`src/rtl/reg_pkg.sv`:
```
// Shared definitions for the byte register and its serial readout.
package reg_pkg;

    localparam int unsigned REG_WIDTH = 8;

    typedef enum logic [1:0] {
        StIdle  = 2'd0,
        StShift = 2'd1,
        StPar   = 2'd2
    } state_e;

endpackage

```
`src/rtl/reg_shift_out.sv`:
```
// Parallel-to-serial readout: LSB-first over a valid/ready link, one holding buffer for
// back-to-back words. Define REG_SHIFT_OUT_PARITY_EN to append an even-parity beat per word.
module reg_shift_out
    import reg_pkg::*;
#(
    parameter int unsigned WIDTH = REG_WIDTH,
    parameter int unsigned CNT_W = $clog2(WIDTH + 1)
) (
    input  logic             clk,
    input  logic             reset,
    input  logic [WIDTH-1:0] data_in,
    input  logic             load,
    output logic             full,
    output logic             ser_out,
    output logic             ser_valid,
    input  logic             ser_ready,
    output logic             busy,
    output logic             done,
    output logic             overrun
);

    state_e           state_q, state_d;
    logic [WIDTH-1:0] shreg_q, shreg_d;
    logic [WIDTH-1:0] buf_q, buf_d;
    logic [CNT_W-1:0] cnt_q, cnt_d;
    logic             full_q, full_d;
    logic             valid_q, valid_d;
    logic             overrun_q, overrun_d;
`ifdef REG_SHIFT_OUT_PARITY_EN
    logic             par_q, par_d;
`endif

    logic beat;
    logic accept;
    logic last_data;
    logic word_end;

    assign beat      = valid_q & ser_ready;
    assign accept    = load & ~full_q;
    assign last_data = (state_q == StShift) && (cnt_q == CNT_W'(WIDTH - 1));
`ifdef REG_SHIFT_OUT_PARITY_EN
    assign word_end  = beat & (state_q == StPar);
`else
    assign word_end  = beat & last_data;
`endif

    always_comb begin
        state_d   = state_q;
        shreg_d   = shreg_q;
        buf_d     = buf_q;
        cnt_d     = cnt_q;
        full_d    = full_q;
        valid_d   = valid_q;
        overrun_d = overrun_q | (load & full_q);
`ifdef REG_SHIFT_OUT_PARITY_EN
        par_d     = par_q;
`endif

        // A word arriving on the final beat bypasses the buffer and goes straight to the shifter.
        if (accept && (state_q != StIdle) && !word_end) begin
            buf_d  = data_in;
            full_d = 1'b1;
        end

        case (state_q)
            StIdle: begin
                if (accept) begin
                    shreg_d = data_in;
                    cnt_d   = '0;
                    valid_d = 1'b1;
                    state_d = StShift;
`ifdef REG_SHIFT_OUT_PARITY_EN
                    par_d   = ^data_in;
`endif
                end
            end
            StShift: begin
                if (beat && !last_data) begin
                    shreg_d = shreg_q >> 1;
                    cnt_d   = cnt_q + CNT_W'(1);
                end
`ifdef REG_SHIFT_OUT_PARITY_EN
                else if (beat) begin
                    state_d = StPar;
                    shreg_d = {{(WIDTH - 1){1'b0}}, par_q};
                end
`endif
            end
            StPar: begin
            end
            default: state_d = StIdle;
        endcase

        if (word_end) begin
            cnt_d = '0;
            if (full_q) begin
                shreg_d = buf_q;
                full_d  = 1'b0;
                state_d = StShift;
`ifdef REG_SHIFT_OUT_PARITY_EN
                par_d   = ^buf_q;
`endif
            end else if (accept) begin
                shreg_d = data_in;
                state_d = StShift;
`ifdef REG_SHIFT_OUT_PARITY_EN
                par_d   = ^data_in;
`endif
            end else begin
                shreg_d = '0;
                valid_d = 1'b0;
                state_d = StIdle;
            end
        end
    end

    always_ff @(posedge clk) begin
        if (!reset) begin
            state_q   <= StIdle;
            shreg_q   <= '0;
            buf_q     <= '0;
            cnt_q     <= '0;
            full_q    <= 1'b0;
            valid_q   <= 1'b0;
            overrun_q <= 1'b0;
`ifdef REG_SHIFT_OUT_PARITY_EN
            par_q     <= 1'b0;
`endif
        end else begin
            state_q   <= state_d;
            shreg_q   <= shreg_d;
            buf_q     <= buf_d;
            cnt_q     <= cnt_d;
            full_q    <= full_d;
            valid_q   <= valid_d;
            overrun_q <= overrun_d;
`ifdef REG_SHIFT_OUT_PARITY_EN
            par_q     <= par_d;
`endif
        end
    end

    assign full      = full_q;
    assign ser_out   = shreg_q[0];
    assign ser_valid = valid_q;
    assign busy      = (state_q != StIdle) | full_q;
    // done coincides with the accepting beat; a reset in that cycle suppresses it
    assign done      = word_end & reset;
    assign overrun   = overrun_q;

endmodule

```
`config.mk`:
```
export PLATFORM = sky130hd
export DESIGN_NAME = reg_shift_out
export DESIGN_NICKNAME = d
export VERILOG_FILES = /design/src/rtl/reg_pkg.sv /design/src/rtl/reg_shift_out.sv
export SDC_FILE = /design/constraint.sdc
export NUM_CORES = 1
export LEC_CHECK = 0
export BUFFER_PORTS_ARGS = -buffer_cell sky130_fd_sc_hd__buf_2
export CAP_MARGIN = 25
export CELL_PAD_IN_SITES_DETAIL_PLACEMENT = 1
export CELL_PAD_IN_SITES_GLOBAL_PLACEMENT = 1
export CORE_ASPECT_RATIO = 1.1
export CORE_MARGIN = 1
export CORE_UTILIZATION = 43
export CTS_BUF_LIST = sky130_fd_sc_hd__clkbuf_8
export CTS_CLUSTER_DIAMETER = 150
export DETAILED_ROUTE_END_ITERATION = 12
export PLACE_DENSITY = 0.81
export RECOVER_POWER = 25
export SETUP_SLACK_MARGIN = 0.2
export SLEW_MARGIN = 15
export SYNTH_ARGS = -nofsm -noshare
export SYNTH_HDL_FRONTEND = slang
export SYNTH_SLANG_ARGS = --single-unit
```
`constraint.sdc`:
```
create_clock -name clk -period 2.03 [get_ports clk]
set_input_delay 0.406 -clock clk [delete_from_list [all_inputs] [get_ports clk]]
set_output_delay 0.406 -clock clk [all_outputs]
set_load 0.05 [all_outputs]
```
== Yosys cells after proc, flatten, opt, wreduce, memory -nomap -nowiden ==
Cells that the tools add are included.

* Register bits after elaboration: 25
* Input port bits: 12
* Output and inout bits: 6
* Logic and storage cells: 62

* Add/sub/neg operators: 1
* Equal/unequal tests: 8
* Multiplexer cells: 22
* Bitwise logic cells: 9
* Reduce and logical (&&, ||, !) cells: 15

{| class="wikitable"
|+ Operator list
! kind !! count
|-
| two-way mux 8 bit || 5
|-
| one-hot mux 8 bit (2 select lines) || 1
|-
| two-way mux 1 bit || 10
|-
| two-way mux 4 bit || 2
|-
| one-hot mux 4 bit (2 select lines) || 1
|-
| AND reduction 3 bit || 2
|-
| AND 1 bit || 5
|-
| adder 4 x 1 -> 4 bit, second input constant || 1
|-
| equality test 4 x 3 -> 1 bit, second input constant || 1
|-
| logical AND 1 bit || 4
|-
| two-way mux 2 bit || 2
|-
| inequality test 2 x 1 -> 1 bit, second input constant || 2
|-
| one-hot mux 2 bit (2 select lines) || 1
|-
| nonzero test 2 bit || 2
|-
| OR reduction 2 bit || 2
|-
| inequality test 3 x 2 -> 1 bit, second input constant || 1
|-
| inequality test 3 bit, second input constant || 1
|-
| nonzero test 3 bit || 1
|-
| equality test 2 x 1 -> 1 bit, second input constant || 1
|-
| equality test 2 bit, second input constant || 1
|-
| zero test 1 bit || 2
|-
| zero test 2 bit || 1
|-
| inequality test 2 bit, second input constant || 1
|-
| NOT 1 bit || 2
|-
| 2 further kinds || 3
|}

== Logic depth before layout (Yosys ltp) ==
* Depth in word-level cells: 8
* Gate-level depth with buffers: 6
* Gate-level depth less buffers: 5

== Worst setup path after synthesis ==
No wires, ideal clock.

* Kind: register to output
* Start point: register valid_q (netlist: ser_valid)
* End point: output port done
* Arrival: 1.782 ns
* Data required time: 1.624 ns
* Setup slack: -0.158 ns
* Stages on the path, launching flop included: 5
* Path buffers: 2
* Path through: dfxtp_1 > and3_1 > buf_6 > clkbuf_1 > and3_1

* Longest elaborated chain between the ends: 3

{| class="wikitable"
|+ RTL lines
! what !! RTL line !! source
|-
| from (decl) || reg_shift_out.sv:27 || <nowiki>logic valid_q, valid_d;</nowiki>
|-
| from (signal assigned) || reg_shift_out.sv:135 || <nowiki>valid_q <= valid_d;</nowiki>
|-
| AND 1 bit || reg_shift_out.sv:38 || <nowiki>assign beat = valid_q & ser_ready;</nowiki>
|-
| AND 1 bit || reg_shift_out.sv:44 || <nowiki>assign word_end = beat & last_data;</nowiki>
|-
| AND 1 bit || reg_shift_out.sv:148 || <nowiki>assign done = word_end & reset;</nowiki>
|-
| to (decl) || reg_shift_out.sv:18 || <nowiki>output logic done,</nowiki>
|}

No other way between the ends.

== Final worst setup path ==
* Start point: register cnt_q[1]
* End point: output port done

* Longest elaborated chain between the ends: 4

{| class="wikitable"
|+ RTL lines
! what !! RTL line !! source
|-
| from (decl) || reg_shift_out.sv:25 || <nowiki>logic [CNT_W-1:0] cnt_q, cnt_d;</nowiki>
|-
| from (signal assigned) || reg_shift_out.sv:133 || <nowiki>cnt_q <= cnt_d;</nowiki>
|-
| equality test 4 x 3 -> 1 bit || reg_shift_out.sv:40 || <nowiki>assign last_data = (state_q == StShift) && (cnt_q == CNT_W'(WIDTH - 1));</nowiki>
|-
| logical AND 1 bit || reg_shift_out.sv:40 ||
|-
| AND 1 bit || reg_shift_out.sv:44 ||
|-
| AND 1 bit || reg_shift_out.sv:148 ||
|}

No other way between the ends.

==> results.ini <==
[timing]
finalClockSkew_ps=1.64
setup_viol=0
hold_ws_ps=439
hold_viol=0
rsz0062_at_grt=no
layout_min_cycle_time_ps=1850
worst_pin_slew_ps=591
max-slew-margin-rel_pct=60.8
max_freq_mhz=540
setup_tns_ps=0
slew_viol_final=0
period_share_pct=91.2

[critical_path]
reg2reg_to=buf_q[4]
cp_max_fo=4
critPathLaunchType=flop
critPathCaptureType=output port
reg2reg_from=cnt_q[0]
setup.worst_path.start=cnt_q[1]
cp.arrival_ps=1450
rr_worst_depth=7
crit_type=flop to output port
cp.required_ps=1620
r2r_slack_ps=240

[logic_synthesis]
yosysWarnings=0
synth_cell_types=26
synthCells=157
synth_area_leader_cell=dfxtp_1
synth_nets=170
yosys.area.top_type_share_pct=38.6
netlist_top_cells_area=dfxtp_1 (39%), mux2i_1 (12%), nand2_1 (8.7%), a21oi_1 (8.0%), o21ai_0 (5.6%)
seq_area_frac_synth_pct=38.6
avgSynthCellArea_um2=7.93
synth-seq-cells=24
synth_area_mm2=0.00124

[cts]
clk_pin_slew_ps=90
tritoncts=yes
clock-root-buffer=clkbuf_8
worst_skew_pair.late_latency_ps=270
cts.sink_count=24
cts_buffers=3
htree_levels=1
clock_path_buffers=2
hold_buffers=0

[placement]
placedInstanceArea_mm2=0.00140
gp_congestion=0.812
hpwl_um=2350
port-buffer-count=17

[pwr]
powerDensity_mw_per_mm2=706
ir_worst_vdd_mv=0.427
p_leak_nw=0.564

[global_route]
grt_max_degree=23
antenna_found_initial=0
grt_overflow=0
grt_pass1_vias=1171
grt_usage_pct=24.4
grt_pass1_wl_um=5490

[layout]
nNetsFinal=193
multi_input_area_um2=722
regArea_um2=484
nFillCells=364
design_area_mm2=0.00147
n_antenna_cell=0
drive_above_1_share_pct=20.1
syn_to_final_growth_pct=18.3

[worst_hold_path]
holdPathStages=3
holdCritStartpoint=data_in[6]
hold_end=buf_q[6]
hold_class=primary input to flop

[drt]
wl_per_cell_um=16.2
first_iter_violations=26
ant_nets=0
first_pass_iters=4
route.detailed.drc=0
drt-total-wl_um=3430
vias=1190
vias_per_cell=5.61

[outcome]
status=finished, final reports clean

[floorplan]
fp.dieH_um=58.4
die_w_um=53.3
die_area_mm2=0.00311
start_util_pct=45.2
fp-row-count=20
num_io_pins=18
coreArea_mm2=0.00275

[run]
drv_cap=0

[per-stage QoR]
stage / util [%] / power [mW] / worst slack (ps) / cells
after global routing: 53.5 / 1.08 / 134 / 212
after global placement: 51.0 / 0.711 / 243 / 207
after detailed placement: 51.0 / 0.720 / 188 / 207
after floorplan: - / 0.658 / 204 / 157
final: 53.5 / 1.04 / 179 / 212
after CTS: 53.5 / 1.05 / 199 / 212
[power breakdown]
part	switching (mW)	internal, mW
registers	0.0176	0.497
clock network	0.155	0.173
logic	0.125	0.0724
total	0.297	0.743
[metal layers]
metal	vias to the layer above	routed length (um)	global-route usage, %
met5	-	0	0
met2	14	1730	41.4
met4	0	19	7.89
met1	583	1620	31.8
li1	591	-	-
met3	2	65	2.33
[cells in the final DEF, fill, tap and decap left out]
master     n
nor2_1     6
a21oi_1   20
a31oi_1    1
nor2b_1    9
dfxtp_2    3
ha_1       1
nor3_1     1
or3b_2     1
and3_2     1
buf_2     13
nor3b_1    1
nand3_1    5
buf_6      2
clkbuf_8   4
inv_1      2
mux2i_1   15
nand2_2    1
nand3b_1   2
clkbuf_1   4
a21boi_0   3
o21ai_0   14
buf_4      8
o22ai_1    7
dfxtp_1   21
nand2_1   29
or3_1      1
nand2b_1   1
and3_4     1
a211oi_4   1
and3b_2    1
[cells in the mapped netlist, drive strengths merged]
master  instances
a21oi          20
and3b           1
nor2b           9
or3             1
o22ai           7
or3b            1
inv             2
dfxtp          24
nand2          30
nand3b          2
a21boi          3
nor3b           1
ha              1
a211oi          1
nand3           5
mux2i          15
nor2            6
nand2b          1
and3            2
buf             2
nor3            1
clkbuf          7
a31oi           1
o21ai          14
[sequential cells by signal (all words and copies together), names as in the netlist]
signal and count:
buf_q 8, cnt_q 4, full 1, overrun 1
ser_valid 1, shreg_q 8, state_q 1
[final cells by class]
type | instances | share of cell area [%]
sequential | 24 | 32.9
tap | 33 | 2.80
timing repair buffer | 27 | 11.0
multi-input combinational | 122 | 49.0
clock buffer | 4 | 3.74
inverter | 2 | 0.510
[timing repair]
action | 4_1_cts | 5_1_grt
gates resized for setup | 5 | 3
buffers inserted | 1 | 0
endpoints found under the setup margin | 2 | 4
pin swaps | 1 | 0
[critical path, cell delays in order (launching register included)]
cell     delay [ps]
dfxtp_1         370
ha_1            250
and3b_2         230
and3_4          180
buf_6           150
[kinds of logic (layout without fill, tap and decap cells)]
kind of cell / count (synthesis) / count (layout) / synth area share, %
AND/OR/NAND/NOR: 60 / 60 / 23.2
AO/OA/AOI/OAI: 46 / 46 / 21.1
flip-flops: 24 / 24 / 38.6
multiplexers: 15 / 15 / 12.1
buffers and inverters: 11 / 33 / 4.02
adder cells (fa/ha/maj): 1 / 1 / 1.00
[how the worst max path moves through the flow]
stage / slack, ps / end
6_report: 180 / done
5_1_grt: 130 / buf_q[2]
4_1_cts: 200 / done
3_5_place_dp: 190 / shreg_q[4]
3_3_place_gp: 240 / shreg_q[4]
2_1_floorplan: 200 / done
No activity file was read; power rests on OpenSTA's default activity.
